[config.mk]
export PLATFORM = sky130hd
export DESIGN_NAME = fp_sqrt_dispatch
export DESIGN_NICKNAME = d
export VERILOG_FILES = /design/src/rtl/fp_sqrt_pkg.sv /design/src/rtl/fp32_classify.sv /design/src/rtl/fp_sqrt_dispatch.sv
export SDC_FILE = /design/constraint.sdc
export NUM_CORES = 1
export LEC_CHECK = 0
export CAP_MARGIN = 20
export CORE_ASPECT_RATIO = 1.75
export CORE_MARGIN = 3
export CORE_UTILIZATION = 50
export CTS_CLUSTER_SIZE = 40
export DETAILED_ROUTE_END_ITERATION = 10
export PLACE_DENSITY_LB_ADDON = 0.2
export REMOVE_ABC_BUFFERS = 1
export SLEW_MARGIN = 20
export SYNTH_ARGS = -nofsm -noshare
export SYNTH_HDL_FRONTEND = slang
export SYNTH_HIERARCHICAL = 1
export SYNTH_SLANG_ARGS = --single-unit
export TNS_END_PERCENT = 5
[constraint.sdc]
create_clock -name clk -period 5.8 [get_ports clk]
set_input_delay 1.16 -clock clk [delete_from_list [all_inputs] [get_ports clk]]
set_output_delay 1.16 -clock clk [all_outputs]
set_load 0.02 [all_outputs]
[src/rtl/fp_sqrt_pkg.sv]
`default_nettype none
// ============================================================================
// Module   : fp_sqrt_pkg
// Purpose  : Shared types and constants for the FP32 square-root dispatcher.
// Revision : 1.0 - initial release
// ============================================================================
package fp_sqrt_pkg;

    localparam int SIGN_W  = 1;
    localparam int EXP_W   = 8;
    localparam int FRAC_W  = 23;
    localparam int FP_W    = SIGN_W + EXP_W + FRAC_W;
    localparam int FLAGS_W = 3;

    localparam logic [FP_W-1:0] QNAN_DEFAULT = 32'h7FC0_0000;

    // out_flags layout: {timeout, invalid, bypass}
    localparam int FLAG_TIMEOUT = 2;
    localparam int FLAG_INVALID = 1;
    localparam int FLAG_BYPASS  = 0;

    localparam logic [FLAGS_W-1:0] FLAGS_NONE    = 3'b000;
    localparam logic [FLAGS_W-1:0] FLAGS_TIMEOUT = FLAGS_W'(1 << FLAG_TIMEOUT);
    localparam logic [FLAGS_W-1:0] FLAGS_INVALID = FLAGS_W'(1 << FLAG_INVALID);
    localparam logic [FLAGS_W-1:0] FLAGS_BYPASS  = FLAGS_W'(1 << FLAG_BYPASS);

    typedef enum logic [2:0] {
        ST_IDLE   = 3'd0,
        ST_CLASS  = 3'd1,
        ST_LAUNCH = 3'd2,
        ST_WAIT   = 3'd3,
        ST_OUT    = 3'd4
    } state_e;

endpackage
`default_nettype wire

[src/rtl/fp32_classify.sv]
`default_nettype none
// ============================================================================
// Module   : fp32_classify
// Purpose  : Combinational FP32 operand classifier (zero/inf/NaN/sNaN/subnormal).
// Revision : 1.0 - initial release
// ============================================================================
module fp32_classify
    import fp_sqrt_pkg::*;
(
    input  logic [FP_W-1:0] data_i,
    output logic            is_zero,
    output logic            is_inf,
    output logic            is_nan,
    output logic            is_snan,
    output logic            is_sub,
    output logic            sign
);

    logic [EXP_W-1:0]  w_exp;
    logic [FRAC_W-1:0] w_frac;
    logic              w_exp_max;
    logic              w_exp_zero;
    logic              w_frac_zero;

    assign sign        = data_i[EXP_W+FRAC_W +: SIGN_W];
    assign w_exp       = data_i[FRAC_W +: EXP_W];
    assign w_frac      = data_i[FRAC_W-1:0];
    assign w_exp_max   = &w_exp;
    assign w_exp_zero  = ~|w_exp;
    assign w_frac_zero = ~|w_frac;

    assign is_zero = w_exp_zero & w_frac_zero;
    assign is_sub  = w_exp_zero & ~w_frac_zero;
    assign is_inf  = w_exp_max & w_frac_zero;
    assign is_nan  = w_exp_max & ~w_frac_zero;
    // The frac MSB is the quiet bit; a NaN with it clear is signalling.
    assign is_snan = is_nan & ~w_frac[FRAC_W-1];

endmodule
`default_nettype wire

[src/rtl/fp_sqrt_dispatch.sv]
`default_nettype none
// ============================================================================
// Module   : fp_sqrt_dispatch
// Purpose  : Front-end for an iterative FP32 sqrt core: special-operand bypass,
//            launch, timeout and result handshake. Build option:
//            SQRT_DENORM_FLUSH_EN flushes subnormal operands to signed zero.
// Revision : 1.0 - initial release
// ============================================================================
module fp_sqrt_dispatch
    import fp_sqrt_pkg::*;
#(
    parameter int unsigned     TIMEOUT_CYCLES = 255,
    parameter logic [FP_W-1:0] QNAN           = QNAN_DEFAULT
) (
    input  logic               clk,
    input  logic               rst,
    input  logic               in_valid,
    output logic               in_ready,
    input  logic [FP_W-1:0]    in_data,
    output logic               core_start,
    output logic [FP_W-1:0]    core_operand,
    input  logic               core_done,
    input  logic [FP_W-1:0]    core_result,
    output logic               out_valid,
    input  logic               out_ready,
    output logic [FP_W-1:0]    out_data,
    output logic [FLAGS_W-1:0] out_flags
);

`ifdef SQRT_DENORM_FLUSH_EN
    localparam bit FLUSH_DENORM = 1'b1;
`else
    localparam bit FLUSH_DENORM = 1'b0;
`endif
    localparam logic [7:0] TIMEOUT_C = TIMEOUT_CYCLES[7:0];

    state_e              state_q;
    logic                in_ready_q;
    logic [FP_W-1:0]     operand_q;
    logic                core_start_q;
    logic [7:0]          cnt_q;
    logic                out_valid_q;
    logic [FP_W-1:0]     out_data_q;
    logic [FLAGS_W-1:0]  out_flags_q;

    logic                w_is_zero, w_is_inf, w_is_nan, w_is_snan, w_is_sub, w_sign;
    logic                w_as_zero;
    logic                w_bypass;
    logic [FP_W-1:0]     w_byp_data;
    logic [FLAGS_W-1:0]  w_byp_flags;
    logic [7:0]          w_cnt_d;
    logic                w_timeout;

    fp32_classify u_classify (
        .data_i  (operand_q),
        .is_zero (w_is_zero),
        .is_inf  (w_is_inf),
        .is_nan  (w_is_nan),
        .is_snan (w_is_snan),
        .is_sub  (w_is_sub),
        .sign    (w_sign)
    );

    assign w_as_zero = w_is_zero | (FLUSH_DENORM & w_is_sub);

    // Priority: NaN, then (flushed) zero, then any negative, then +inf.
    always_comb begin
        w_bypass    = 1'b1;
        w_byp_data  = operand_q;
        w_byp_flags = FLAGS_BYPASS;
        if (w_is_nan) begin
            w_byp_data  = operand_q | 32'h0040_0000;
            w_byp_flags = w_is_snan ? FLAGS_INVALID : FLAGS_BYPASS;
        end else if (w_as_zero) begin
            w_byp_data  = {w_sign, {(FP_W-1){1'b0}}};
        end else if (w_sign) begin
            w_byp_data  = QNAN;
            w_byp_flags = FLAGS_INVALID;
        end else if (!w_is_inf) begin
            w_bypass    = 1'b0;
        end
    end

    // Saturating wait counter: the value it will hold after this WAIT cycle.
    assign w_cnt_d   = (cnt_q == 8'hFF) ? cnt_q : cnt_q + 8'd1;
    assign w_timeout = (w_cnt_d >= TIMEOUT_C);

    always_ff @(posedge clk) begin
        if (rst) begin
            state_q      <= ST_IDLE;
            in_ready_q   <= 1'b0;
            operand_q    <= '0;
            core_start_q <= 1'b0;
            cnt_q        <= '0;
            out_valid_q  <= 1'b0;
            out_data_q   <= '0;
            out_flags_q  <= '0;
        end else begin
            core_start_q <= 1'b0;
            case (state_q)
                ST_IDLE: begin
                    in_ready_q <= 1'b1;
                    if (in_valid && in_ready_q) begin
                        operand_q  <= in_data;
                        in_ready_q <= 1'b0;
                        state_q    <= ST_CLASS;
                    end
                end
                ST_CLASS: begin
                    if (w_bypass) begin
                        out_valid_q <= 1'b1;
                        out_data_q  <= w_byp_data;
                        out_flags_q <= w_byp_flags;
                        state_q     <= ST_OUT;
                    end else begin
                        core_start_q <= 1'b1;
                        state_q      <= ST_LAUNCH;
                    end
                end
                ST_LAUNCH: begin
                    cnt_q   <= '0;
                    state_q <= ST_WAIT;
                end
                ST_WAIT: begin
                    cnt_q <= w_cnt_d;
                    // cnt_q == 0 marks the first WAIT cycle, where done may be stale.
                    if (core_done && (cnt_q != 8'd0)) begin
                        out_valid_q <= 1'b1;
                        out_data_q  <= core_result;
                        out_flags_q <= FLAGS_NONE;
                        state_q     <= ST_OUT;
                    end else if (w_timeout) begin
                        out_valid_q <= 1'b1;
                        out_data_q  <= QNAN;
                        out_flags_q <= FLAGS_TIMEOUT;
                        state_q     <= ST_OUT;
                    end
                end
                ST_OUT: begin
                    if (out_ready) begin
                        out_valid_q <= 1'b0;
                        in_ready_q  <= 1'b1;
                        state_q     <= ST_IDLE;
                    end
                end
                default: state_q <= ST_IDLE;
            endcase
        end
    end

    assign in_ready     = in_ready_q;
    assign core_start   = core_start_q;
    assign core_operand = operand_q;
    assign out_valid    = out_valid_q;
    assign out_data     = out_data_q;
    assign out_flags    = out_flags_q;

endmodule
`default_nettype wire

== Word-level counts from Yosys, hierarchy flattened ==
Cells that the tools add are included.

* Register bits: 81
* Logic and storage cells: 79
* Input port bits: 69
* Output and inout bits: 70

* Eq/ne operators: 9
* Reductions and logical operators: 19
* Muxes and demuxes: 35
* $add $sub $neg: 1
* Bitwise gates (word level): 6
* Order comparisons: 1

{| class="wikitable"
|+ Operators with widths
! cell !! count
|-
| $mux W32 || 5
|-
| $pmux W32 S2 || 1
|-
| $mux W31 || 1
|-
| $mux W3 || 8
|-
| $reduce_or A23 Y1 || 1
|-
| $pmux W8 S2 || 1
|-
| $pmux W3 S5 || 1
|-
| $mux W1 || 11
|-
| $add A8 B1 Y8 const B || 1
|-
| $eq A8 B8 Y1 const B || 1
|-
| $ge A8 B8 Y1 const B || 1
|-
| $mux W8 || 1
|-
| $reduce_and A8 Y1 || 1
|-
| $reduce_bool A8 Y1 || 1
|-
| $reduce_or A8 Y1 || 1
|-
| $eq A3 B2 Y1 const B || 2
|-
| $mux W2 || 3
|-
| $ne A2 B2 Y1 const B || 3
|-
| $pmux W3 S2 || 1
|-
| $reduce_and A3 Y1 || 2
|-
| $reduce_bool A2 Y1 || 3
|-
| $and A1 B1 Y1 || 4
|-
| $reduce_and A2 Y1 || 2
|-
| $reduce_and A4 Y1 || 1
|-
| other kinds (11) || 14
|}

== Logic depth before layout (Yosys ltp) ==
Gate-level depths: netlist of the first run.

* Depth after elaboration: 9
* Mapped depth: 9
* Mapped depth without buffers: 8

== Cells and area by module ==
The synthesis of the first run kept the hierarchy.

{| class="wikitable"
|+ Modules (own cells, without submodules)
! module !! seq. area each (sq um) !! cells an instance !! area each (sq um) !! times used
|-
| fp_sqrt_dispatch || 1,621.6 || 501 || 4,030.1 || 1
|-
| fp32_classify || 0.0 || 22 || 150.1 || 1
|}

== Worst setup path before layout of the first run ==
OpenSTA, ideal clock, no wires.

* Path type: flip-flop to flip-flop
* From: register operand_q[16], in the netlist core_operand[16]
* To: register out_data_q[10], in the netlist out_data[10]
* Path slack: 3,519 ps
* Stages on the path, launching flop included: 10
* Arrival: 2,219 ps
* Setup time: 62 ps
* Period minus slack after synthesis: 2,281 ps
* Path buffers: 1
* Data required time: 5,738 ps
* Path through: dfxtp_1 -> nor4_2 -> nand4_1 -> nor3_1 -> nor2_1 -> a21bo_2 -> nor2_1 -> buf_2 -> nand2_1 -> nand3_1

* Elaborated cells between the ends (all ways): 15
* Those cells by class: 1 x eq/ne; 8 x mux; 3 x bitwise; 3 x reduce/logical

{| class="wikitable"
|+ RTL lines
! element !! line !! text
|-
| start: declaration || fp_sqrt_dispatch.sv:39 || <nowiki>logic [FP_W-1:0] operand_q;</nowiki>
|-
| start signal: assignment || fp_sqrt_dispatch.sv:104 || <nowiki>operand_q <= in_data;</nowiki>
|-
| $reduce_or A23 Y1 * || fp32_classify.sv:30 || <nowiki>assign w_frac_zero = ~|w_frac;</nowiki>
|-
| $logic_not A1 Y1 * || fp32_classify.sv:30 ||
|-
| $and A1 B1 Y1 * || fp32_classify.sv:32 || <nowiki>assign is_zero = w_exp_zero & w_frac_zero;</nowiki>
|-
| named net w_as_zero || fp_sqrt_dispatch.sv:47 || <nowiki>logic w_as_zero;</nowiki>
|-
| $mux W32 or $mux W1 (tied branches) || fp_sqrt_dispatch.sv:74 || <nowiki>end else if (w_as_zero) begin</nowiki>
|-
| $mux W32 or $mux W1 (tied branches) || fp_sqrt_dispatch.sv:71 || <nowiki>if (w_is_nan) begin</nowiki>
|-
| $mux W32 or $ne A2 B2 Y1 (tied branches) || n/a ||
|-
| $pmux W32 S2 or $reduce_and A3 Y1 (tied branches) || n/a ||
|-
| end signal: assignment || fp_sqrt_dispatch.sv:112 || <nowiki>out_data_q <= w_byp_data;</nowiki>
|-
| end signal: assignment || fp_sqrt_dispatch.sv:129 || <nowiki>out_data_q <= core_result;</nowiki>
|-
| end: declaration || fp_sqrt_dispatch.sv:43 || <nowiki>logic [FP_W-1:0] out_data_q;</nowiki>
|}

The timed path passes the listed nets; every way through them passes the cells marked *. The select of a mux whose other input is x is not followed.
A chain may end at the register's enable or synchronous reset.

== Worst setup path in the final report of the first run ==
* From: register operand_q[16], in the netlist core_operand[16]
* To: register out_data_q[22], in the netlist out_data[22]

Same word-level chain as after synthesis.

==> results of run 1 <==
-- state kept, by name (all words and copies together), names as in the netlist --
signal,count
core_operand,32
out_flags,3
out_data,32
in_ready,1
state_q,3
out_valid,1
cnt_q,8
core_start,1
-- cells in the final DEF, fill, tap and decap left out, drive strengths merged, types with 2 or more instances in the layout --
cell	instances
o2111ai	25
clkdlybuf4s50	137
nor3	13
nand2b	5
nand2	97
a31oi	3
or2	2
a32o	2
nor4	8
clkinv	3
o21ai	20
and2	3
nand3	54
dfxtp	81
and4	3
a211oi	4
nor2	21
buf	6
o21ba	8
a22o	23
bufinv	2
ha	2
o221ai	9
and3	5
inv	5
nand4	4
clkbuf	10
a21oi	59
nor2b	3
-- power by group --
group | total, W | internal, W | switching (W)
sequential | 0.000649 | 0.000597 | 0.0000519
combinational | 0.000464 | 0.000203 | 0.000261
clock | 0.000604 | 0.000375 | 0.000230
total | 0.00172 | 0.00118 | 0.000543
-- worst max path at each step --
| stage | start | end | slack (ns) | depth (start not counted) |
|---|---|---|---|---|
| floorplan | core_operand[16]$_SDFFE_PP0P_ | out_data[22]$_SDFFE_PP0P_ | 2.87 | 8 |
| global placement | core_done | out_data[22]$_SDFFE_PP0P_ | 2.67 | 6 |
| detailed placement | core_operand[10]$_SDFFE_PP0P_ | out_data[22]$_SDFFE_PP0P_ | 2.54 | 8 |
| CTS | core_operand[10]$_SDFFE_PP0P_ | out_data[22]$_SDFFE_PP0P_ | 2.54 | 8 |
| global route | core_operand[16]$_SDFFE_PP0P_ | out_data[22]$_SDFFE_PP0P_ | 2.23 | 8 |
| finish | core_operand[16]$_SDFFE_PP0P_ | out_data[22]$_SDFFE_PP0P_ | 2.48 | 8 |
-- layout make-up --
| cell class | count | area, sq um | area share [%] |
|---|---|---|---|
| clock buffers | 10 | 229 | 3.93 |
| clock inverters | 6 | 82.6 | 1.42 |
| inverters | 5 | 18.8 | 0.322 |
| multi-input cells | 392 | 2350 | 40.2 |
| flip-flops and latches | 81 | 1620 | 27.8 |
| well taps | 90 | 113 | 1.93 |
| repair buffers | 143 | 1420 | 24.4 |
-- layer usage --
| layer | vias to the layer above | wire, um |
|---|---|---|
| li1 | 2154 | - |
| met1 | 2136 | 5050 |
| met2 | 192 | 7210 |
| met3 | 36 | 755 |
| met4 | 0 | 551 |
| met5 | - | 0 |
-- worst reg2reg max path: cells and delay by family (launching register included) --
kind             cells  cell delay, ns
AO/OA/AOI/OAI        3            0.76
flip-flops           1            0.36
AND/OR/NAND/NOR      5            2.14
-- through the flow --
step                utilization, %  total power [W]
floorplan                        -         0.000901
global placement              68.7          0.00110
detailed placement            68.9          0.00112
CTS                           72.7          0.00171
global route                  72.7          0.00178
finish                        72.7          0.00172
==> results.md, run 1 <==
- Core Area: 8020 sq um
- Antenna viol nets, final: 0
- Worst r2r dst: out_data[22]$_SDFFE_PP0P_
- Clock buffer depth: 2
- Hold Path End: core_operand[7]$_SDFFE_PP0P_
- Syn Inst Count: 522
- Slew Viols, Final: 0
- I/O Buffers: 138
- RSZ-0062 raised after global routing: false
- Final min period: 3.32 ns
- R2r setup slk: 2.48 ns
- Non-Filler Instances: 727
- Critical path endpoint category: register
- Vias in the first global route: 4342
- Clk slew on worst S/H paths: 0.06 ns
- CP Buf/Inv Count: 0
- Clk_lat worst skew: 0.35 ns
- Total gr overflow: 0
- Post-cts repair resize count: 0
- TritonCTS clock tree: yes
- CP peak stage delay: 0.82 ns
- Met2 usage: 49.0%
- Post-placement setup slack: 2.54 ns
- WS Path Type: reg -> reg
- Total number of yosys warnings: 6
- Fillers: 651
- Starting Density: 52.1%
- Pwr per Cell Area: 295 nW/um^2
- Antenna violations before repair: 0
- Ports: 139
- Cts hold-fix bufs: 0
- MaxCap Viol Count: 0
- Hold Crit Depth: 2
- CP Cell Sequence: nor4_2 -> nand4_1 -> nor3_1 -> nor2_1 -> a21bo_2 -> nor2_2 -> a31oi_1 -> o211ai_1
- Met3 Track Usage GR: 4.28%
- Global Route Usage Sum: 28.6%
- WL per Instance: 18.7 um
- Fin crit share: 57.3%
- Slew HR: 31.8%
- Tightest Hold Check Type: reg -> reg
- Chip width: 75.1 um
- CP arrival: 3.60 ns
- Post-CTS Setup Inserts: 0
- F_max: 301 MHz
- Leak: 2.09 nW
- Setup TNS: 0 ns
- Nets: 703
- Design area: 5830 sq um
- Die height: 127 um
- Largest net degree at the start of global routing: 61
- Peak VDD IR: 0.220 mV
- Placed inst area: 5520 sq um
- Full die area: 9530 sq um
- Slowest-stage cell, CP: nor2_2
- Initial DRC Count: 291
- Startpoint class of the critical path: register
- Mean Syn Cell Area: 8.00 sq um
- Hold slack final: 0.485 ns
- CP Max Fanout: 29
- Final number of hold-violating endpoints: 0
- Slew @ Worst Pin: 1.02 ns
- Drt pass-1 iters: 5
- Met1 Resource Use GR: 32.8%
- DRT Wirelength: 13600 um
- Detailed-route via count: 4518
- First-pass GRT wire length: 21200 um
- Cell class contributing the biggest share of worst-path delay: simple AND/OR/NAND/NOR gates
- Origin of the critical flop-to-flop path: core_operand[16]$_SDFFE_PP0P_
- CTS root buf: clkbuf_16
- DRC Markers: 0
- Clk_skew: 0.00783 ns
- Reg2reg path depth: 8
- DR vias/cell: 6.21
- HP Start: core_operand[7]$_SDFFE_PP0P_
- Required @ worst endpoint: 6.07 ns
- # rows: 43
- Global routing's busiest layer: met2
- Clock sinks: 81
- HPWL after detailed placement: 9310 um
- Endpoints failing setup: 0
- CTS Buf Count: 9
- Layout cells sized above 1: 6.12%
- P&R area growth vs syn: 39.7%
- Placed Cells: 711
- Outcome: complete, no violations
- N_diodes: 0
- Final Wtd Congestion: 0.861
- Cell Area, Synth: 4180 sq um
- Setup WS post-layout: 2.48 ns
- H-tree level count: 3
Note: power is estimated with default switching activity, not from simulation.
==> run 2: changes to the inputs <==
--- a/config.mk
+++ b/config.mk
@@ -8,7 +8,7 @@
 export CAP_MARGIN = 20
 export CORE_ASPECT_RATIO = 1.75
 export CORE_MARGIN = 3
-export CORE_UTILIZATION = 50
+export CORE_UTILIZATION = 42
 export CTS_CLUSTER_SIZE = 40
 export DETAILED_ROUTE_END_ITERATION = 10
 export PLACE_DENSITY_LB_ADDON = 0.2
==> constraint.sdc (replaced) <==
create_clock -name clk -period 2.95 [get_ports clk]
set_input_delay 0.59 -clock clk [delete_from_list [all_inputs] [get_ports clk]]
set_output_delay 0.59 -clock clk [all_outputs]
set_load 0.02 [all_outputs]
==> run 2 against run 1 <==
  * Sequential share of layout area is 0.50 points lower
  * Core utilization fell by 11 points
  * Routed wire length down 0.29%
  * Register-to-register slack worse by 2.2 ns
  * Clock power up 99%
  * Clock skew up 0.0013 ns
  * Sequential power grew 97%
  * Cell count grew 5.6%
  * Die area grew 18%
  * Maximum frequency up 22%
  * Largest power group unchanged
==> results.md, run 2 (same netlist as run 1, synthesis figures left out) <==
- Outcome: complete, no violations (unchanged)
- Non-Filler Instances: 768 (was 727)
- Switch share: 31.6% (about the same)
- Design area: 5940 sq um (was 5830 sq um)
- Largest net degree at the start of global routing: 48 (was 61)
- Area taken by flip-flops and latches: 1620 sq um (unchanged)
- R2r setup slk: 0.24 ns (was 2.48 ns)
- First-pass GRT wire length: 21000 um (was 21200 um)
- Clock sinks: 81 (unchanged)
- MaxCap Viol Count: 0 (unchanged)
- Antenna violations before repair: 0 (unchanged)
- Initial DRC Count: 310 (was 291)
- Setup WS post-layout: 0.235 ns (was 2.48 ns)
- Layout cells sized above 1: 7.28% (was 6.12%)
- DRT Wirelength: 13500 um (was 13600 um)
- Tightest Hold Check Type: reg -> reg (unchanged)
- Endpoints failing setup: 0 (unchanged)
- N_diodes: 0 (unchanged)
- Clk slew on worst S/H paths: 0.06 ns (about the same)
- WL per Instance: 17.6 um (was 18.7 um)
- Pwr per Cell Area: 574 nW/um^2 (was 295 nW/um^2)
- TritonCTS clock tree: yes (unchanged)
- Critical path endpoint category: register (unchanged)
- P&R area growth vs syn: 42.3% (was 39.7%)
- Startpoint class of the critical path: register (unchanged)
- I/O Buffers: 138 (unchanged)
- CP arrival: 2.94 ns (was 3.60 ns)
- F_max: 368 MHz (was 301 MHz)
- Global Route Usage Sum: 24.3% (was 28.6%)
- Final Wtd Congestion: 0.901 (was 0.861)
- Cell class contributing the biggest share of worst-path delay: simple AND/OR/NAND/NOR gates (unchanged)
- CP Buf/Inv Count: 2 (was 0)
- Clock share of power: 35.2% (about the same)
- Peak VDD IR: 0.400 mV (was 0.220 mV)
- Drt pass-1 iters: 5 (unchanged)
- Fin crit share: 92.0% (was 57.3%)
- Hold Path End: core_operand[4]$_SDFFE_PP0P_ (was core_operand[7]$_SDFFE_PP0P_)
- Vias in the first global route: 4216 (was 4342)
- Origin of the critical flop-to-flop path: cnt_q[0]$_SDFFE_PP0P_ (was core_operand[16]$_SDFFE_PP0P_)
- Final core area utilization: 62.0% (was 72.7%)
- CTS root buf: clkbuf_16 (unchanged)
- CP Max Fanout: 25 (was 29)
- Final min period: 2.71 ns (was 3.32 ns)
- Detailed-route via count: 4557 (was 4518)
- Slew HR: 30.0% (was 31.8%)
- CP peak stage delay: 0.82 ns (about the same)
- Slowest-stage cell, CP: nor2_2 (unchanged)
- # rows: 47 (was 43)
- Clock buffer depth: 2 (unchanged)
- CTS Buf Count: 9 (unchanged)
- Slew @ Worst Pin: 1.05 ns (was 1.02 ns)
- Post-placement setup slack: 0.228 ns (was 2.54 ns)
- Total gr overflow: 0 (unchanged)
- DR vias/cell: 5.93 (was 6.21)
- Ports: 139 (unchanged)
- Hold Crit Depth: 2 (unchanged)
- HPWL after detailed placement: 9550 um (was 9310 um)
- H-tree level count: 3 (unchanged)
- Antenna viol nets, final: 0 (unchanged)
- Core Area: 9590 sq um (was 8020 sq um)
- Full die area: 11200 sq um (was 9530 sq um)
- Setup TNS: 0 ns (unchanged)
- Clk_lat worst skew: 0.34 ns (was 0.35 ns)
- RSZ-0062 raised after global routing: false (unchanged)
- Clk_skew: 0.00917 ns (was 0.00783 ns)
- Worst r2r dst: state_q[2]$_SDFFE_PP0P_ (was out_data[22]$_SDFFE_PP0P_)
- Multi-input gate area: 2340 sq um (was 2350 sq um)
- Required @ worst endpoint: 3.18 ns (was 6.07 ns)
- Combinational cell fraction of total power: 27.3% (was 27.0%)
- Most common cell after layout, fill and taps aside: clkdlybuf4s50_1 (unchanged)
- Leak: 2.13 nW (was 2.09 nW)
- DRC Markers: 0 (unchanged)
- Die height: 138 um (was 127 um)
- Starting Density: 43.6% (was 52.1%)
- Placed inst area: 5610 sq um (was 5520 sq um)
- Final number of hold-violating endpoints: 0 (unchanged)
- WS Path Type: reg -> reg (unchanged)
- Cell internal pwr: 0.00233 W (was 0.00118 W)
- CP Cell Sequence: inv_1 -> ha_1 -> nor4b_4 -> a21oi_1 -> nor2_2 -> o21ai_2 -> buf_4 -> a32o_1 (was nor4_2 -> nand4_1 -> nor3_1 -> nor2_1 -> a21bo_2 -> nor2_2 -> a31oi_1 -> o211ai_1)
- Placed Cells: 752 (was 711)
- HP Start: core_operand[4]$_SDFFE_PP0P_ (was core_operand[7]$_SDFFE_PP0P_)
- Sw Pwr: 0.00108 W (was 0.000543 W)
- Slew Viols, Final: 0 (unchanged)
- Sequential power share: 37.5% (was 37.8%)
- Most frequent cells in the layout: 137 x clkdlybuf4s50_1, 97 x nand2_1, 81 x dfxtp_1, 59 x a21oi_1, 54 x nand3_1 (unchanged)
- Launch point of the critical path: cnt_q[0]$_SDFFE_PP0P_ (was core_operand[16]$_SDFFE_PP0P_)
- Fillers: 829 (was 651)
- Reg2reg path depth: 8 (unchanged)
- Chip width: 81.4 um (was 75.1 um)
- Nets: 712 (was 703)
-- run 2: cell count changes in the layout (fill, tap and decap cells not counted) --
cell,delta
a211oi_2,+1
clkinv_2,-3
nor2_2,-1
inv_2,-1
nor2_4,+1
buf_4,+10
clkinvlp_4,+1
clkinv_1,+1
a211oi_4,-1
clkinv_4,+2
buf_8,-1
-- run 2: worst reg2reg max path, stage by stage (launching register included) --
cell and delay, ns:
dfxtp_1 0.39, inv_1 0.18, ha_1 0.19, nor4b_4 0.27, a21oi_1 0.19, nor2_2 0.82, o21ai_2 0.10, buf_4 0.23
a32o_1 0.23
-- run 2: metrics by stage --
stage / hold slack (ns) / total power [W]
finish: 0.483 / 0.00341
global route: 0.515 / 0.00357
CTS: 0.487 / 0.00343
detailed placement: 0.478 / 0.00222
global placement: 0.472 / 0.00221
floorplan: 0.485 / 0.00177
-- run 2: final cells by class --
type                    count  share of cell area [%]
clock inverters             6                    1.56
clock buffers              10                    3.86
well taps                 122                    2.57
multi-input cells         392                    39.5
repair buffers            152                    24.9
flip-flops and latches     81                    27.3
inverters                   5                   0.316
-- run 2: metal layers --
metal / vias to the layer above / wire [um] / track usage, %
met2: 191 / 7030 / 41.5
li1: 2174 / - / -
met5: - / 0 / 0
met1: 2169 / 5220 / 28.2
met4: 0 / 359 / 10.3
met3: 23 / 923 / 6.11
-- run 2: worst max-delay path by stage --
stage	end	slack (ns)	cells past startpoint
4_1_cts	out_data[22]$_SDFFE_PP0P_	0.23	8
6_report	state_q[2]$_SDFFE_PP0P_	0.24	8
2_1_floorplan	out_data[22]$_SDFFE_PP0P_	0.02	8
3_3_place_gp	out_data[22]$_SDFFE_PP0P_	0.30	8
5_1_grt	state_q[2]$_SDFFE_PP0P_	0.12	8
3_5_place_dp	out_data[22]$_SDFFE_PP0P_	0.23	8
-- run 2: timing repair --
item,4_1_cts,5_1_grt
resized for setup,0,1
buffers inserted,0,0
setup endpoints to repair,0,1
hold buffers,0,0
-- run 2: power groups by stage --
| stage | clock network (W) | logic, W | registers, W |
|---|---|---|---|
| floorplan | 0 | 0.000412 | 0.00136 |
| global placement | 0 | 0.000920 | 0.00129 |
| detailed placement | 0 | 0.000926 | 0.00130 |
| CTS | 0.00122 | 0.000931 | 0.00128 |
| global route | 0.00126 | 0.00101 | 0.00129 |
| finish | 0.00120 | 0.000930 | 0.00128 |
